## src/rtl/scl_bit_counter_pkg.sv

```systemverilog
// Shared types and defaults for the SCL bit counter.
// Used by all scl_bit_counter files; optional feature macro: SCL_BITCNT_ERR_EN.
package scl_bitcnt_pkg;

    typedef enum logic [1:0] {
        MODE_SDR    = 2'd0,
        MODE_DDR    = 2'd1,
        MODE_CUSTOM = 2'd2,
        MODE_RSVD   = 2'd3
    } mode_e;

    typedef enum logic {
        ST_IDLE  = 1'b0,
        ST_COUNT = 1'b1
    } state_e;

    localparam int unsigned SDR_LEN_DEF = 9;
    localparam int unsigned DDR_LEN_DEF = 20;
    localparam int unsigned MIN_LEN     = 2;

    // Reserved mode falls back to SDR; custom frames shorter than MIN_LEN are clamped.
    function automatic int unsigned eff_len(input mode_e       mode,
                                            input int unsigned frame_len,
                                            input int unsigned sdr_len = SDR_LEN_DEF,
                                            input int unsigned ddr_len = DDR_LEN_DEF);
        case (mode)
            MODE_DDR:    return ddr_len;
            MODE_CUSTOM: return (frame_len < MIN_LEN) ? MIN_LEN : frame_len;
            default:     return sdr_len;
        endcase
    endfunction

endpackage

```

## src/rtl/scl_bit_counter_if.sv

```systemverilog
// Control/status bundle between the controller FSM, data paths and the bit counter.
// o_edge_err exists only when SCL_BITCNT_ERR_EN is defined.
interface scl_bit_counter_if #(
    parameter int CNT_W  = 5,
    parameter int FCNT_W = 8
);
    logic              i_bitcnt_en;
    logic              i_scl_pos_edge;
    logic              i_scl_neg_edge;
    logic [1:0]        i_mode;
    logic [CNT_W-1:0]  i_frame_len;
    logic [CNT_W-1:0]  o_cnt_bit_count;
    logic              o_last_bit;
    logic              o_parity_window;
    logic              o_frame_done;
    logic [FCNT_W-1:0] o_frame_cnt;
    logic              o_abort;
    logic              o_busy;
`ifdef SCL_BITCNT_ERR_EN
    logic              o_edge_err;
`endif

    modport slave (
`ifdef SCL_BITCNT_ERR_EN
        output o_edge_err,
`endif
        input  i_bitcnt_en, i_scl_pos_edge, i_scl_neg_edge, i_mode, i_frame_len,
        output o_cnt_bit_count, o_last_bit, o_parity_window, o_frame_done,
               o_frame_cnt, o_abort, o_busy
    );

    modport master (
`ifdef SCL_BITCNT_ERR_EN
        input  o_edge_err,
`endif
        output i_bitcnt_en, i_scl_pos_edge, i_scl_neg_edge, i_mode, i_frame_len,
        input  o_cnt_bit_count, o_last_bit, o_parity_window, o_frame_done,
               o_frame_cnt, o_abort, o_busy
    );

endinterface

```

## src/rtl/scl_bit_counter_edge_qual.sv

```systemverilog
// scl_edge_qual: picks the SCL strobe(s) that advance the count for the latched mode.
// With SCL_BITCNT_ERR_EN defined, also flags coincident or too-closely spaced strobes.
module scl_edge_qual
    import scl_bitcnt_pkg::*;
(
    input  logic       i_clk,
    input  logic       i_rst,
    input  logic       i_latch,
    input  logic [1:0] i_mode,
    input  logic       i_active,
    input  logic       i_pos,
    input  logic       i_neg,
`ifdef SCL_BITCNT_ERR_EN
    input  logic       i_frame_done,
    output logic       o_edge_err,
`endif
    output logic       o_qual
);

    logic r_ddr;

    always_ff @(posedge i_clk) begin
        if (i_rst) begin
            r_ddr <= 1'b0;
        end else if (i_latch) begin
            r_ddr <= (mode_e'(i_mode) == MODE_DDR);
        end
    end

    // Coincident pos/neg strobes collapse into a single edge.
    assign o_qual = i_active && (i_neg || (r_ddr && i_pos));

`ifdef SCL_BITCNT_ERR_EN
    logic r_edge_err;

    always_ff @(posedge i_clk) begin
        if (i_rst) begin
            r_edge_err <= 1'b0;
        end else begin
            r_edge_err <= i_active && ((i_pos && i_neg) || (o_qual && i_frame_done));
        end
    end

    assign o_edge_err = r_edge_err;
`endif

endmodule

```

## src/rtl/scl_bit_counter.sv

```systemverilog
// SCL bit-period counter for SDR, HDR-DDR and custom-length I3C frames.
// Optional strobe error output enabled by defining SCL_BITCNT_ERR_EN.
module scl_bit_counter
    import scl_bitcnt_pkg::*;
#(
    parameter int          CNT_W   = 5,
    parameter int unsigned SDR_LEN = SDR_LEN_DEF,
    parameter int unsigned DDR_LEN = DDR_LEN_DEF,
    parameter int          FCNT_W  = 8
) (
    input  logic              i_sys_clk,
    input  logic              i_rst,
    scl_bit_counter_if.slave  bus
);

    state_e            r_state,    w_state_nxt;
    logic [CNT_W-1:0]  r_cnt,      w_cnt_nxt;
    logic [CNT_W-1:0]  r_last_idx, w_last_idx_nxt;
    logic [CNT_W-1:0]  r_par_idx,  w_par_idx_nxt;
    logic [FCNT_W-1:0] r_fcnt,     w_fcnt_nxt;
    logic              r_done,     w_done_nxt;
    logic              r_abort,    w_abort_nxt;

    logic              w_latch;
    logic              w_active;
    logic              w_qual;
    mode_e             w_mode;
    int unsigned       w_len;

    assign w_latch  = (r_state == ST_IDLE)  && bus.i_bitcnt_en;
    assign w_active = (r_state == ST_COUNT) && bus.i_bitcnt_en;
    assign w_mode   = mode_e'(bus.i_mode);
    assign w_len    = eff_len(w_mode, 32'(bus.i_frame_len), SDR_LEN, DDR_LEN);

    scl_edge_qual u_edge_qual (
        .i_clk        (i_sys_clk),
        .i_rst        (i_rst),
        .i_latch      (w_latch),
        .i_mode       (bus.i_mode),
        .i_active     (w_active),
        .i_pos        (bus.i_scl_pos_edge),
        .i_neg        (bus.i_scl_neg_edge),
`ifdef SCL_BITCNT_ERR_EN
        .i_frame_done (r_done),
        .o_edge_err   (bus.o_edge_err),
`endif
        .o_qual       (w_qual)
    );

    always_ff @(posedge i_sys_clk) begin
        if (i_rst) begin
            r_state    <= ST_IDLE;
            r_cnt      <= '0;
            r_last_idx <= '0;
            r_par_idx  <= '0;
            r_fcnt     <= '0;
            r_done     <= 1'b0;
            r_abort    <= 1'b0;
        end else begin
            r_state    <= w_state_nxt;
            r_cnt      <= w_cnt_nxt;
            r_last_idx <= w_last_idx_nxt;
            r_par_idx  <= w_par_idx_nxt;
            r_fcnt     <= w_fcnt_nxt;
            r_done     <= w_done_nxt;
            r_abort    <= w_abort_nxt;
        end
    end

    always_comb begin
        w_state_nxt    = r_state;
        w_cnt_nxt      = r_cnt;
        w_last_idx_nxt = r_last_idx;
        w_par_idx_nxt  = r_par_idx;
        w_fcnt_nxt     = r_fcnt;
        w_done_nxt     = 1'b0;
        w_abort_nxt    = 1'b0;
        case (r_state)
            ST_IDLE: begin
                w_cnt_nxt = '0;
                if (bus.i_bitcnt_en) begin
                    // Frame geometry is frozen here for the whole enable period.
                    w_state_nxt    = ST_COUNT;
                    w_fcnt_nxt     = '0;
                    w_last_idx_nxt = CNT_W'(w_len - 1);
                    w_par_idx_nxt  = (w_mode == MODE_DDR) ? CNT_W'(w_len - 2)
                                                          : CNT_W'(w_len - 1);
                end
            end
            ST_COUNT: begin
                if (!bus.i_bitcnt_en) begin
                    w_state_nxt = ST_IDLE;
                    w_cnt_nxt   = '0;
                    w_abort_nxt = (r_cnt != '0);
                end else if (w_qual) begin
                    if (r_cnt == r_last_idx) begin
                        w_cnt_nxt  = '0;
                        w_done_nxt = 1'b1;
                        w_fcnt_nxt = r_fcnt + FCNT_W'(1);
                    end else begin
                        w_cnt_nxt  = r_cnt + CNT_W'(1);
                    end
                end
            end
            default: w_state_nxt = ST_IDLE;
        endcase
    end

    assign bus.o_cnt_bit_count = r_cnt;
    assign bus.o_last_bit      = (r_state == ST_COUNT) && (r_cnt == r_last_idx);
    assign bus.o_parity_window = (r_state == ST_COUNT) && (r_cnt >= r_par_idx);
    assign bus.o_frame_done    = r_done;
    assign bus.o_frame_cnt     = r_fcnt;
    assign bus.o_abort         = r_abort;
    assign bus.o_busy          = (r_state == ST_COUNT);

endmodule

```

## src/flat_wrapper.sv

```systemverilog
// flat-port wrapper written by rule: the top's interface ports become plain ports
module scl_bit_counter_flat import scl_bitcnt_pkg::*;
#(
    parameter int          CNT_W   = 5,
    parameter int unsigned SDR_LEN = SDR_LEN_DEF,
    parameter int unsigned DDR_LEN = DDR_LEN_DEF,
    parameter int          FCNT_W  = 8
)
  (i_sys_clk, i_rst, bus_i_bitcnt_en, bus_i_scl_pos_edge, bus_i_scl_neg_edge, bus_i_mode, bus_i_frame_len, bus_o_cnt_bit_count, bus_o_last_bit, bus_o_parity_window, bus_o_frame_done, bus_o_frame_cnt, bus_o_abort, bus_o_busy);
  scl_bit_counter_if #(.CNT_W(CNT_W), .FCNT_W(FCNT_W)) bus_i ();
  input  logic i_sys_clk;
  input  logic i_rst;
  input wire logic [$bits(bus_i.i_bitcnt_en)-1:0] bus_i_bitcnt_en;
  input wire logic [$bits(bus_i.i_scl_pos_edge)-1:0] bus_i_scl_pos_edge;
  input wire logic [$bits(bus_i.i_scl_neg_edge)-1:0] bus_i_scl_neg_edge;
  input wire logic [$bits(bus_i.i_mode)-1:0] bus_i_mode;
  input wire logic [$bits(bus_i.i_frame_len)-1:0] bus_i_frame_len;
  output wire logic [$bits(bus_i.o_cnt_bit_count)-1:0] bus_o_cnt_bit_count;
  output wire logic [$bits(bus_i.o_last_bit)-1:0] bus_o_last_bit;
  output wire logic [$bits(bus_i.o_parity_window)-1:0] bus_o_parity_window;
  output wire logic [$bits(bus_i.o_frame_done)-1:0] bus_o_frame_done;
  output wire logic [$bits(bus_i.o_frame_cnt)-1:0] bus_o_frame_cnt;
  output wire logic [$bits(bus_i.o_abort)-1:0] bus_o_abort;
  output wire logic [$bits(bus_i.o_busy)-1:0] bus_o_busy;
  assign bus_i.i_bitcnt_en = bus_i_bitcnt_en;
  assign bus_i.i_scl_pos_edge = bus_i_scl_pos_edge;
  assign bus_i.i_scl_neg_edge = bus_i_scl_neg_edge;
  assign bus_i.i_mode = bus_i_mode;
  assign bus_i.i_frame_len = bus_i_frame_len;
  assign bus_o_cnt_bit_count = bus_i.o_cnt_bit_count;
  assign bus_o_last_bit = bus_i.o_last_bit;
  assign bus_o_parity_window = bus_i.o_parity_window;
  assign bus_o_frame_done = bus_i.o_frame_done;
  assign bus_o_frame_cnt = bus_i.o_frame_cnt;
  assign bus_o_abort = bus_i.o_abort;
  assign bus_o_busy = bus_i.o_busy;
  scl_bit_counter #(.CNT_W(CNT_W), .SDR_LEN(SDR_LEN), .DDR_LEN(DDR_LEN), .FCNT_W(FCNT_W)) u_core (.i_sys_clk(i_sys_clk), .i_rst(i_rst), .bus(bus_i));
endmodule
```

## config.mk

```make
export PLATFORM = sky130hd
export DESIGN_NAME = scl_bit_counter_flat
export DESIGN_NICKNAME = d
export VERILOG_FILES = /design/src/rtl/scl_bit_counter_pkg.sv /design/src/rtl/scl_bit_counter_if.sv /design/src/rtl/scl_bit_counter_edge_qual.sv /design/src/rtl/scl_bit_counter.sv /design/src/flat_wrapper.sv
export SDC_FILE = /design/constraint.sdc
export NUM_CORES = 1
export LEC_CHECK = 0
export ABC_AREA = 0
export BUFFER_PORTS_ARGS = -buffer_cell sky130_fd_sc_hd__buf_2
export CAP_MARGIN = 10
export CORE_MARGIN = 2
export CORE_UTILIZATION = 55
export DETAILED_ROUTE_END_ITERATION = 7
export PLACE_DENSITY = 0.79
export SETUP_SLACK_MARGIN = 0.02
export SLEW_MARGIN = 20
export SYNTH_ARGS = -nofsm -noshare
export SYNTH_HDL_FRONTEND = slang
export SYNTH_HIERARCHICAL = 1
export SYNTH_SLANG_ARGS = --single-unit
```

## constraint.sdc

```tcl
create_clock -name i_sys_clk -period 2.8 [get_ports i_sys_clk]
set_input_delay 0.42 -clock i_sys_clk [delete_from_list [all_inputs] [get_ports i_sys_clk]]
set_output_delay 0.42 -clock i_sys_clk [all_outputs]
set_load 0.02 [all_outputs]
```

==> results of run 1 <==
power by group through the flow:
stage / clock network (W) / logic, W / registers, W
2_1_floorplan: 0 / 0.0000979 / 0.000411
6_report: 0.000166 / 0.000143 / 0.000403
5_1_grt: 0.000190 / 0.000161 / 0.000405
3_3_place_gp: 0 / 0.000140 / 0.000411
3_5_place_dp: 0 / 0.000142 / 0.000411
4_1_cts: 0.000169 / 0.000143 / 0.000403
final timing paths:
kind	slack (ns)	to	cells after the start	from
max	0.40	bus_o_parity_window	8	u_core/bus.o_cnt_bit_count[0]
min	0.29	u_core/bus.o_abort	2	bus_i_bitcnt_en
max reg2reg	0.73	u_core/bus.o_frame_cnt[6]	5	u_core/bus.o_cnt_bit_count[3]
min reg2reg	0.47	u_core/r_par_idx[2]	2	u_core/r_par_idx[2]
critical path: stages, from the launching register on:
cell and delay [ns]:
dfxtp_1 0.45, inv_1 0.12, ha_1 0.31, nand2b_1 0.14
a21oi_1 0.16, nor2b_1 0.06, o21ai_0 0.15, a21oi_1 0.10
buf_2 0.16
cells in the mapped netlist, types with 2 or more instances:
master	number	area share, %
dfxtp_1	27	33
nand2_1	19	4.3
a21oi_1	15	4.5
nand3_1	14	4.2
ha_1	12	9.1
nor2_1	12	2.7
inv_1	10	2.3
o21ai_0	8	2.4
xor2_1	8	4.2
nand2b_1	6	2.3
nor2b_1	6	2.3
nor3_1	6	1.8
a31oi_1	4	1.5
clkbuf_1	4	0.91
xnor2_1	4	2.1
a21boi_0	3	1.4
and2_1	3	1.1
and3_1	3	1.1
or3_1	3	1.1
or4_1	3	1.4
a21boi_1	2	0.91
a21o_1	2	0.91
a32o_1	2	1.2
nand3b_1	2	0.91
nand4_1	2	0.76
o31ai_1	2	0.91
o41ai_1	2	1.1
or2_2	2	0.76
stage by stage:
stage | utilization [%] | hold slack [ns] | power (W) | std cells | setup WS [ns]
2_1_floorplan | - | 0.4250 | 0.0005084 | 204 | 0.5315
3_3_place_gp | 66.50 | 0.4417 | 0.0005508 | 265 | 0.3618
3_5_place_dp | 66.50 | 0.4420 | 0.0005538 | 265 | 0.3032
4_1_cts | 67.44 | 0.2894 | 0.0007151 | 269 | 0.4032
5_1_grt | 67.44 | 0.2845 | 0.0007559 | 269 | 0.2019
6_report | 67.44 | 0.2942 | 0.0007127 | 269 | 0.4015
registers in the layout, summed over array words and instances, names as in the netlist:
register / flops
u_core/r_last_idx: 5
u_core/u_edge_qual/r_ddr: 1
u_core/r_par_idx: 5
u_core/bus.o_abort: 1
u_core/bus.o_frame_cnt: 8
u_core/bus.o_cnt_bit_count: 5
u_core/bus.o_busy: 1
u_core/bus.o_frame_done: 1
routing by layer:
metal | up-vias | track usage (%) | part of all wire (%)
li1 | 797 | - | -
met1 | 699 | 26.59 | 46
met2 | 30 | 37.30 | 48
met3 | 7 | 2.857 | 3.8
met4 | 0 | 7.468 | 1.7
met5 | - | 0 | 0
cell families (layout without fill, tap and decap cells):
| logic type | count (synthesis) | in the layout | synth area share, % |
|---|---|---|---|
| AO/OA/AOI/OAI | 48 | 48 | 19.03 |
| XOR/XNOR | 12 | 12 | 6.344 |
| adder cells (fa/ha/maj) | 12 | 12 | 9.063 |
| buffers and inverters | 16 | 50 | 3.700 |
| flip-flops | 27 | 27 | 32.63 |
| multiplexers | 1 | 1 | 0.6043 |
| AND/OR/NAND/NOR | 88 | 88 | 28.63 |
area by class of cell:
class	instances	area, um^2
Multi-Input combinational cell	161	1055
Clock buffer	4	26.28
Tap cell	31	38.79
Fill cell	244	913.4
Timing Repair Buffer	35	190.2
Inverter	11	41.29
Sequential cell	27	540.5
==> run summary, run 1 <==
Post-synth ARST share -> 0%
Crit Path Class -> reg -> out
Resized Gates After CTS -> 0
Post-synth EDFFs -> 0
Main synth FF type -> dfxtp_1
Commonest non-fill, non-tap cells in the layout -> 29 x buf_2, 27 x dfxtp_1, 19 x nand2_1
Avg Synthesized Cell Area -> 8.121 um^2
Slew Limit Fails -> 0
Die H -> 58.88 um
Wirelength per Cell -> 13.08 um
Max-cap viol count -> 0
Die area -> 3467 um^2
Die width -> 58.88 um
First-pass GRT wire length -> 5.802 mm
Final setup fails -> 0
Vias/cell -> 5.699
Worst IR Drop VDD -> 0.2189 mV
Critical path fanouts, max -> 6
Root buf cell -> clkbuf_4
Leak -> 0.7866 nW
I/O pin count -> 30
CP Data Arrival Time -> 1.98 ns
Syn nets -> 228
Synth cell types -> 46
TritonCTS clock tree -> built
Required @ worst endpoint -> 2.38 ns
Max Fclk -> 416.9 MHz
Clk_skew -> 0.006621 ns
Setup bufs post-CTS -> 0
Pwr per Cell Area -> 376.7 nW/um^2
First-pass detailed-route iteration total -> 6
Initial antenna violation count -> 0
Post-Route WL -> 3.518 mm
Placed Area -> 1866 um^2
Commonest non-fill, non-tap cell in the layout -> buf_2
Global router's overall resource usage -> 21.30%
Synth Warn # -> 6
Post-synthesis sequential area ratio -> 32.63%
Logic pwr share -> 20.1%
Total internal power -> 0.0005106 W
Status -> finished with violations
Hold/Removal Path Class -> in -> reg
Antenna diode count -> 0
Final HPWL DP -> 2.704 mm
Rows -> 19
Nets@finish -> 263
Synth-to-layout area growth -> 14.20%
Routed Antenna Nets -> 0
Core area -> 2805 um^2
Share of layout cells above drive strength 1 -> 19.33%
Total CTS buffers -> 3
Synthesized area -> 1657 um^2
Clock Path Buffers -> 2
Final instance area -> 1892 um^2
Clock latency on the worst-skew pair -> 0.32 ns
Clk sinks -> 27
Clock transition at the registers of the reported paths -> 0.14 ns
Violated checks -> design-rule violations
Hold bufs inserted after CTS -> 0
P_sw -> 0.0002021 W
Clock network power share -> 23.3%
Unrepaired setup endpoints after global routing -> no
Critical Path Source Type -> flop
Hold Fails Final Rpt -> 0
Initial core utilization -> 59.05%
Initial DRC count -> 68
Tmin final -> 2.398 ns
Vias in the first global route -> 1352
Via count -> 1533
Switch share -> 28.36%
Drt drc -> 2
Setup TNS -> 0 ns
Slew margin rel. -> 72.73%
Buffers on Ports -> 29
Tcrit/Tclk final -> 85.66%
Slew @ Worst Pin -> 0.4038 ns
Largest net degree at the start of global routing -> 17
CP endpoint kind -> primary output
Cells after Synth -> 204
Synthesized flop and latch total -> 27
H-tree depth -> 1
Placer Congestion -> 0.8653
Sequential share of power -> 56.5%
Grt ovf -> 0
(Power assumes the default switching activity.)
==> run 2, diff against run 1 <==
--- a/config.mk
+++ b/config.mk
@@ -12,6 +12,7 @@
 export CORE_UTILIZATION = 55
 export DETAILED_ROUTE_END_ITERATION = 7
 export PLACE_DENSITY = 0.79
+export RECOVER_POWER = 100
 export SETUP_SLACK_MARGIN = 0.02
 export SLEW_MARGIN = 20
 export SYNTH_ARGS = -nofsm -noshare
==> run summary, run 2 (synthesized netlist as in run 1, its figures left out) <==
Clk sinks -> 27 (unchanged)
Synth-to-layout area growth -> 11.40% (was 14.20%)
Commonest non-fill, non-tap cells in the layout -> 27 x dfxtp_1, 22 x clkbuf_1, 19 x nand2_1 (was 29 x buf_2, 27 x dfxtp_1, 19 x nand2_1)
Post-Route WL -> 3.550 mm (was 3.518 mm)
Met2 Usage GRT -> 37.30% (unchanged)
Resized Gates After CTS -> 0 (unchanged)
Setup bufs post-CTS -> 0 (unchanged)
First-pass detailed-route iteration total -> 6 (unchanged)
Die area -> 3467 um^2 (unchanged)
Final HPWL DP -> 2.704 mm (unchanged)
Violated checks -> design-rule violations (unchanged)
Setup TNS -> 0 ns (unchanged)
Number of flip-flops in the largest register -> 8 (unchanged)
Clock transition at the registers of the reported paths -> 0.14 ns (about the same)
Initial antenna violation count -> 0 (unchanged)
Initial core utilization -> 59.05% (unchanged)
Slew margin rel. -> 40.71% (was 72.73%)
Slew @ Worst Pin -> 0.8800 ns (was 0.4038 ns)
Die width -> 58.88 um (unchanged)
Vias in the first global route -> 1352 (unchanged)
Hold depth -> 2 (unchanged)
Final instance area -> 1846 um^2 (was 1892 um^2)
Final setup fails -> 0 (unchanged)
Wirelength per Cell -> 13.20 um (was 13.08 um)
Worst IR Drop VDD -> 0.2177 mV (was 0.2189 mV)
TritonCTS clock tree -> built (unchanged)
Routed Antenna Nets -> 0 (unchanged)
Placer Congestion -> 0.8653 (unchanged)
Buffers on Ports -> 29 (unchanged)
Crit Path Class -> reg -> reg (was reg -> out)
Core area -> 2805 um^2 (unchanged)
Vias/cell -> 5.751 (was 5.699)
Unrepaired setup endpoints after global routing -> no (unchanged)
Final Total Pwr -> 0.0007084 W (was 0.0007127 W)
Hold Fails Final Rpt -> 0 (unchanged)
Tmin final -> 2.443 ns (was 2.398 ns)
Critical path fanouts, max -> 15 (was 6)
Drt drc -> 2 (unchanged)
Met1 usage -> 26.59% (unchanged)
Share of layout cells above drive strength 1 -> 8.824% (was 19.33%)
Clock latency on the worst-skew pair -> 0.32 ns (about the same)
Clk_skew -> 0.008044 ns (was 0.006621 ns)
Rows -> 19 (unchanged)
Worst flop-to-flop path startpoint -> u_core/bus.o_cnt_bit_count[3] (unchanged)
Placed Area -> 1866 um^2 (unchanged)
Commonest non-fill, non-tap cell in the layout -> dfxtp_1 (was buf_2)
Clock Path Buffers -> 2 (unchanged)
Placed Cells -> 265 (unchanged)
Tcrit/Tclk final -> 87.23% (was 85.66%)
Nets@finish -> 263 (unchanged)
Slew Limit Fails -> 0 (unchanged)
Critical Path Source Type -> flop (unchanged)
Busiest metal layer after global routing -> met2 (unchanged)
Status -> finished with violations (unchanged)
H-tree depth -> 1 (unchanged)
Worst hold endpoint -> u_core/bus.o_abort (unchanged)
Leak -> 0.6956 nW (was 0.7866 nW)
CP endpoint kind -> flop (was primary output)
Reg2reg setup slack -> 0.36 ns (was 0.73 ns)
Global router's overall resource usage -> 21.30% (unchanged)
Die H -> 58.88 um (unchanged)
Grt ovf -> 0 (unchanged)
Largest net degree at the start of global routing -> 17 (unchanged)
Total CTS buffers -> 3 (unchanged)
Hold path startpoint -> bus_i_bitcnt_en (unchanged)
First-pass GRT wire length -> 5.802 mm (unchanged)
Max-cap viol count -> 0 (unchanged)
Met3 Use GR -> 2.857% (unchanged)
Required @ worst endpoint -> 3.06 ns (was 2.38 ns)
Max Fclk -> 409.4 MHz (was 416.9 MHz)
Hold bufs inserted after CTS -> 0 (unchanged)
Final cell count without fillers -> 269 (unchanged)
CP Data Arrival Time -> 2.70 ns (was 1.98 ns)
Antenna diode count -> 0 (unchanged)
Via count -> 1547 (was 1533)
Root buf cell -> clkbuf_4 (unchanged)
Hold/Removal Path Class -> in -> reg (unchanged)
Final core utilization -> 65.79% (was 67.44%)
I/O pin count -> 30 (unchanged)
RR Endpoint -> u_core/bus.o_frame_cnt[6] (unchanged)
Worst r2r path cells -> 5 (unchanged)
Pwr per Cell Area -> 383.8 nW/um^2 (was 376.7 nW/um^2)
Initial DRC count -> 53 (was 68)
==> run 2: changes by cell type in the layout (fill, tap and decap cells not counted), moves of 2 or more <==
cell / before / now
a21boi_0: 3 / 5
buf_2: 29 / 9
a21boi_1: 2 / 0
clkbuf_1: 1 / 22
==> run 2: worst max-delay path, stage by stage, from the launching register on <==
cell and delay (ns):
dfxtp_1 0.51, xor2_1 0.11, nor3_1 0.50, nand3_1 0.48, or4_1 0.61, a21boi_0 0.18
==> run 2: worst max path at each step <==
| stage | startpoint | end | cells after the start |
|---|---|---|---|
| 2_1_floorplan | bus_i_mode[1] | u_core/r_par_idx[3] | 9 |
| 3_3_place_gp | bus_i_mode[0] | u_core/r_par_idx[3] | 9 |
| 3_5_place_dp | bus_i_mode[0] | u_core/r_par_idx[3] | 9 |
| 4_1_cts | u_core/bus.o_cnt_bit_count[0] | bus_o_parity_window | 8 |
| 5_1_grt | u_core/bus.o_cnt_bit_count[2] | u_core/bus.o_frame_cnt[6] | 5 |
| 6_report | u_core/bus.o_cnt_bit_count[3] | u_core/bus.o_frame_cnt[6] | 5 |
==> run 2: where the power goes <==
group | total (W) | switching [W] | internal, W
clock network | 0.000167 | 0.000111 | 0.0000558
logic | 0.000139 | 0.0000826 | 0.0000562
registers | 0.000403 | 0.00000754 | 0.000395
==> run 2: layout make-up <==
type | instances | area (um^2)
tap | 31 | 38.79
clock buffer | 4 | 26.28
inverter | 11 | 41.29
fill | 262 | 959.7
sequential | 27 | 540.5
timing repair buffer | 35 | 161.4
multi-input combinational | 161 | 1037
==> run 2: metal layers <==
layer / share of wire, % / up-vias
met1: 46 / 710
met5: 0 / -
met3: 3.8 / 7
met2: 48 / 31
met4: 1.7 / 0
li1: - / 799
==> run 2: stage by stage <==
| step | hold WS, ns | setup slack [ns] |
|---|---|---|
| 3_3_place_gp | 0.4417 | 0.3618 |
| 3_5_place_dp | 0.4420 | 0.3032 |
| 2_1_floorplan | 0.4250 | 0.5315 |
| 5_1_grt | 0.2847 | 0.1652 |
| 6_report | 0.2938 | 0.3574 |
| 4_1_cts | 0.2894 | 0.4032 |
==> run 3, diff against run 2 <==
--- a/config.mk
+++ b/config.mk
@@ -7,7 +7,6 @@
 export LEC_CHECK = 0
 export ABC_AREA = 0
 export BUFFER_PORTS_ARGS = -buffer_cell sky130_fd_sc_hd__buf_2
-export CAP_MARGIN = 10
 export CORE_MARGIN = 2
 export CORE_UTILIZATION = 55
 export DETAILED_ROUTE_END_ITERATION = 7
@@ -17,5 +16,4 @@
 export SLEW_MARGIN = 20
 export SYNTH_ARGS = -nofsm -noshare
 export SYNTH_HDL_FRONTEND = slang
-export SYNTH_HIERARCHICAL = 1
 export SYNTH_SLANG_ARGS = --single-unit
==> run summary, run 3 <==
Avg Synthesized Cell Area -> 8.145 um^2 (was 8.121 um^2)
Crit Path Class -> reg -> out (was reg -> reg)
Buffers on Ports -> 29 (unchanged)
Combinational family with the most area after synthesis -> simple AND/OR/NAND/NOR gates (unchanged)
Commonest non-fill, non-tap cell in the layout -> dfxtp_1 (unchanged)
H-tree depth -> 1 (unchanged)
Max-cap viol count -> 0 (unchanged)
Synth top area share -> 33.18% (was 32.63%)
Setup bufs post-CTS -> 0 (unchanged)
Initial antenna violation count -> 0 (unchanged)
Final cell count without fillers -> 259 (was 269)
Post-synthesis sequential area ratio -> 33.18% (was 32.63%)
Resized Gates After CTS -> 0 (unchanged)
Hold Fails Final Rpt -> 0 (unchanged)
Slew Limit Fails -> 0 (unchanged)
Syn nets -> 224 (was 228)
Tmin final -> 2.370 ns (was 2.443 ns)
Slowest-stage cell, CP -> dfxtp_1 (was or4_1)
Die H -> 58.43 um (was 58.88 um)
Largest net degree at the start of global routing -> 17 (unchanged)
Status -> finished, final reports clean (was finished with violations)
Synth Warn # -> 0 (was 6)
Clock transition at the registers of the reported paths -> 0.16 ns (was 0.14 ns)
Root buf cell -> clkbuf_4 (unchanged)
Final setup fails -> 0 (unchanged)
Clk_skew -> 0.01233 ns (was 0.008044 ns)
I/O pin count -> 30 (unchanged)
Setup TNS -> 0 ns (unchanged)
Synthesized area -> 1629 um^2 (was 1657 um^2)
Main synth FF type -> dfxtp_1 (unchanged)
Count leader, synth -> dfxtp_1 (unchanged)
First-pass GRT wire length -> 5.533 mm (was 5.802 mm)
Placer Congestion -> 0.8707 (was 0.8653)
Vias in the first global route -> 1278 (was 1352)
Share of layout cells above drive strength 1 -> 8.333% (was 8.824%)
Grt ovf -> 0 (unchanged)
# fillers -> 258 (was 262)
Initial DRC count -> 77 (was 53)
Drt drc -> 0 (was 2)
Critical Path, Cell by Cell -> inv_1 > ha_1 > nand2b_1 > a21oi_1 > nor2b_1 > o21ai_0 > a21oi_1 > clkbuf_1 (was xor2_1 > nor3_1 > nand3_1 > or4_1 > a21boi_0)
Simple-gate area share of the yosys netlist -> 26.73% (was 28.63%)
Synthesized flop and latch total -> 27 (unchanged)
Synth Area in XOR/XNOR -> 7.527% (was 6.344%)
Final instance area -> 1782 um^2 (was 1846 um^2)
Synth area leader -> dfxtp_1 (unchanged)
Rows -> 19 (unchanged)
Core area -> 2781 um^2 (was 2805 um^2)
Most instantiated cells after synthesis -> 27 x dfxtp_1, 19 x a21oi_1, 19 x nand2_1 (was 27 x dfxtp_1, 19 x nand2_1, 15 x a21oi_1)
Clock Path Buffers -> 2 (unchanged)
Die width -> 58.43 um (was 58.88 um)
Antenna diode count -> 0 (unchanged)
Critical Path Source Type -> flop (unchanged)
Pwr per Cell Area -> 404.1 nW/um^2 (was 383.8 nW/um^2)
Placed Area -> 1797 um^2 (was 1866 um^2)
Slew @ Worst Pin -> 0.9865 ns (was 0.8800 ns)
Tcrit/Tclk final -> 84.64% (was 87.23%)
Placed Cells -> 255 (was 265)
Hold/Removal Path Class -> in -> reg (unchanged)
Critical path fanouts, max -> 6 (was 15)
Commonest non-fill, non-tap cells in the layout -> 27 x dfxtp_1, 20 x clkbuf_1, 19 x a21oi_1, 19 x nand2_1, 17 x nor2_1 (was 27 x dfxtp_1, 22 x clkbuf_1, 19 x nand2_1)
Synth-to-layout area growth -> 9.370% (was 11.40%)
Mux cell area share after synthesis -> 1.843% (was 0.6042%)
First-pass detailed-route iteration total -> 5 (was 6)
Die area -> 3413 um^2 (was 3467 um^2)
Number of flip-flops in the largest register -> 8 (unchanged)
Post-synth EDFFs -> 0 (unchanged)
Worst IR Drop VDD -> 0.3870 mV (was 0.2177 mV)
Total CTS buffers -> 3 (unchanged)
Global router's overall resource usage -> 20.46% (was 21.30%)
CP peak stage delay -> 0.50 ns (was 0.61 ns)
Final HPWL DP -> 2.478 mm (was 2.704 mm)
Nets@finish -> 253 (was 263)
Vias/cell -> 5.672 (was 5.751)
Cells after Synth -> 200 (was 204)
Max Fclk -> 422.0 MHz (was 409.4 MHz)
Routed Antenna Nets -> 0 (unchanged)
Slew margin rel. -> 33.63% (was 40.71%)
Post-synth ARST share -> 0% (unchanged)
Wirelength per Cell -> 12.75 um (was 13.20 um)
Unrepaired setup endpoints after global routing -> no (unchanged)
Clk sinks -> 27 (unchanged)
Synth Area in Adders -> 9.217% (was 9.063%)
Synth Area in Compound Gates -> 16.59% (was 19.03%)
Leak -> 0.7199 nW (was 0.6956 nW)
Largest cells by area after synthesis -> dfxtp_1 33%, ha_1 9.2%, xor2_1 6.5% (was dfxtp_1 33%, ha_1 9.1%, a21oi_1 4.5%)
CP Data Arrival Time -> 1.95 ns (was 2.70 ns)
Initial core utilization -> 58.57% (was 59.05%)
Via count -> 1469 (was 1547)
TritonCTS clock tree -> built (unchanged)
Synth cell types -> 42 (was 46)
Post-Route WL -> 3.302 mm (was 3.550 mm)
Clock latency on the worst-skew pair -> 0.34 ns (was 0.32 ns)
Hold bufs inserted after CTS -> 0 (unchanged)
CP endpoint kind -> primary output (was flop)
Required @ worst endpoint -> 2.38 ns (was 3.06 ns)
CP dominant cell by count -> a21oi_1
==> run 3: cell count changes after synthesis, sizes merged, moves of 4 or more <==
cell    change
a21boi      -5
inv         +5
nand2b      -4
nand3       -7
nor2        +5
xor2        +4
==> run 3: final cells by class <==
cell class	count	area, um^2	share of cell area (%)
Multi-Input combinational cell	152	988.4	55.48
Clock inverter	1	7.507	0.4213
Clock buffer	3	22.52	1.264
Timing Repair Buffer	30	127.6	7.163
Inverter	15	56.30	3.160
Sequential cell	27	540.5	30.34
Tap cell	31	38.79	2.177
==> run 3: final timing paths <==
kind	start	to	slack, ns	cells after the start
setup reg to reg	u_core.bus.o_cnt_bit_count[2]	u_core.bus.o_frame_cnt[7]	0.50	5
hold reg to reg	u_core.r_par_idx[2]	u_core.r_par_idx[2]	0.46	2
setup / recovery	u_core.bus.o_cnt_bit_count[0]	bus_o_parity_window	0.43	8
hold / removal	bus_i_bitcnt_en	u_core.bus.o_abort	0.31	2
==> run 3: cell families after synthesis <==
family | count (synthesis)
xor gates and xnor gates | 14
AOI/OAI and AO/OA | 43
buffers and inverters | 21
DFF | 27
and+or+nand+nor | 80
muxes | 3
adders and majority gates | 12
==> run 3: where the power goes <==
part | total (W) | internal, W | leakage (nW) | switching [W]
Sequential | 0.000407 | 0.000397 | 0.219 | 0.00000969
Clock | 0.000178 | 0.0000547 | 0.0139 | 0.000124
Combinational | 0.000134 | 0.0000499 | 0.487 | 0.0000844
==> run 3: critical path, delay by kind of cell, from the launching register on <==
kind | cells | cell delay [ns]
flip-flops | 1 | 0.50
AO/OA/AOI/OAI | 3 | 0.34
buffers and inverters | 2 | 0.29
adder cells (fa/ha/maj) | 1 | 0.29
AND/OR/NAND/NOR | 2 | 0.19
==> run 3: through the flow <==
| stage | hold WS (ns) | util, % | power (W) | setup WS [ns] |
|---|---|---|---|---|
| after floorplan | 0.4319 | - | 0.0005147 | 0.5659 |
| after global placement | 0.4418 | 64.60 | 0.0005520 | 0.4536 |
| after detailed placement | 0.4523 | 64.60 | 0.0005539 | 0.3368 |
| after CTS | 0.3027 | 65.68 | 0.0007269 | 0.4174 |
| after global routing | 0.2930 | 64.06 | 0.0007586 | 0.2552 |
| final | 0.3095 | 64.06 | 0.0007199 | 0.4301 |
==> run 3: per-layer routing <==
metal  wire [um]  track usage [%]
met1        1598            27.47
met2        1548            34.35
met3         144            4.835
met4          11            2.658
met5           0                0
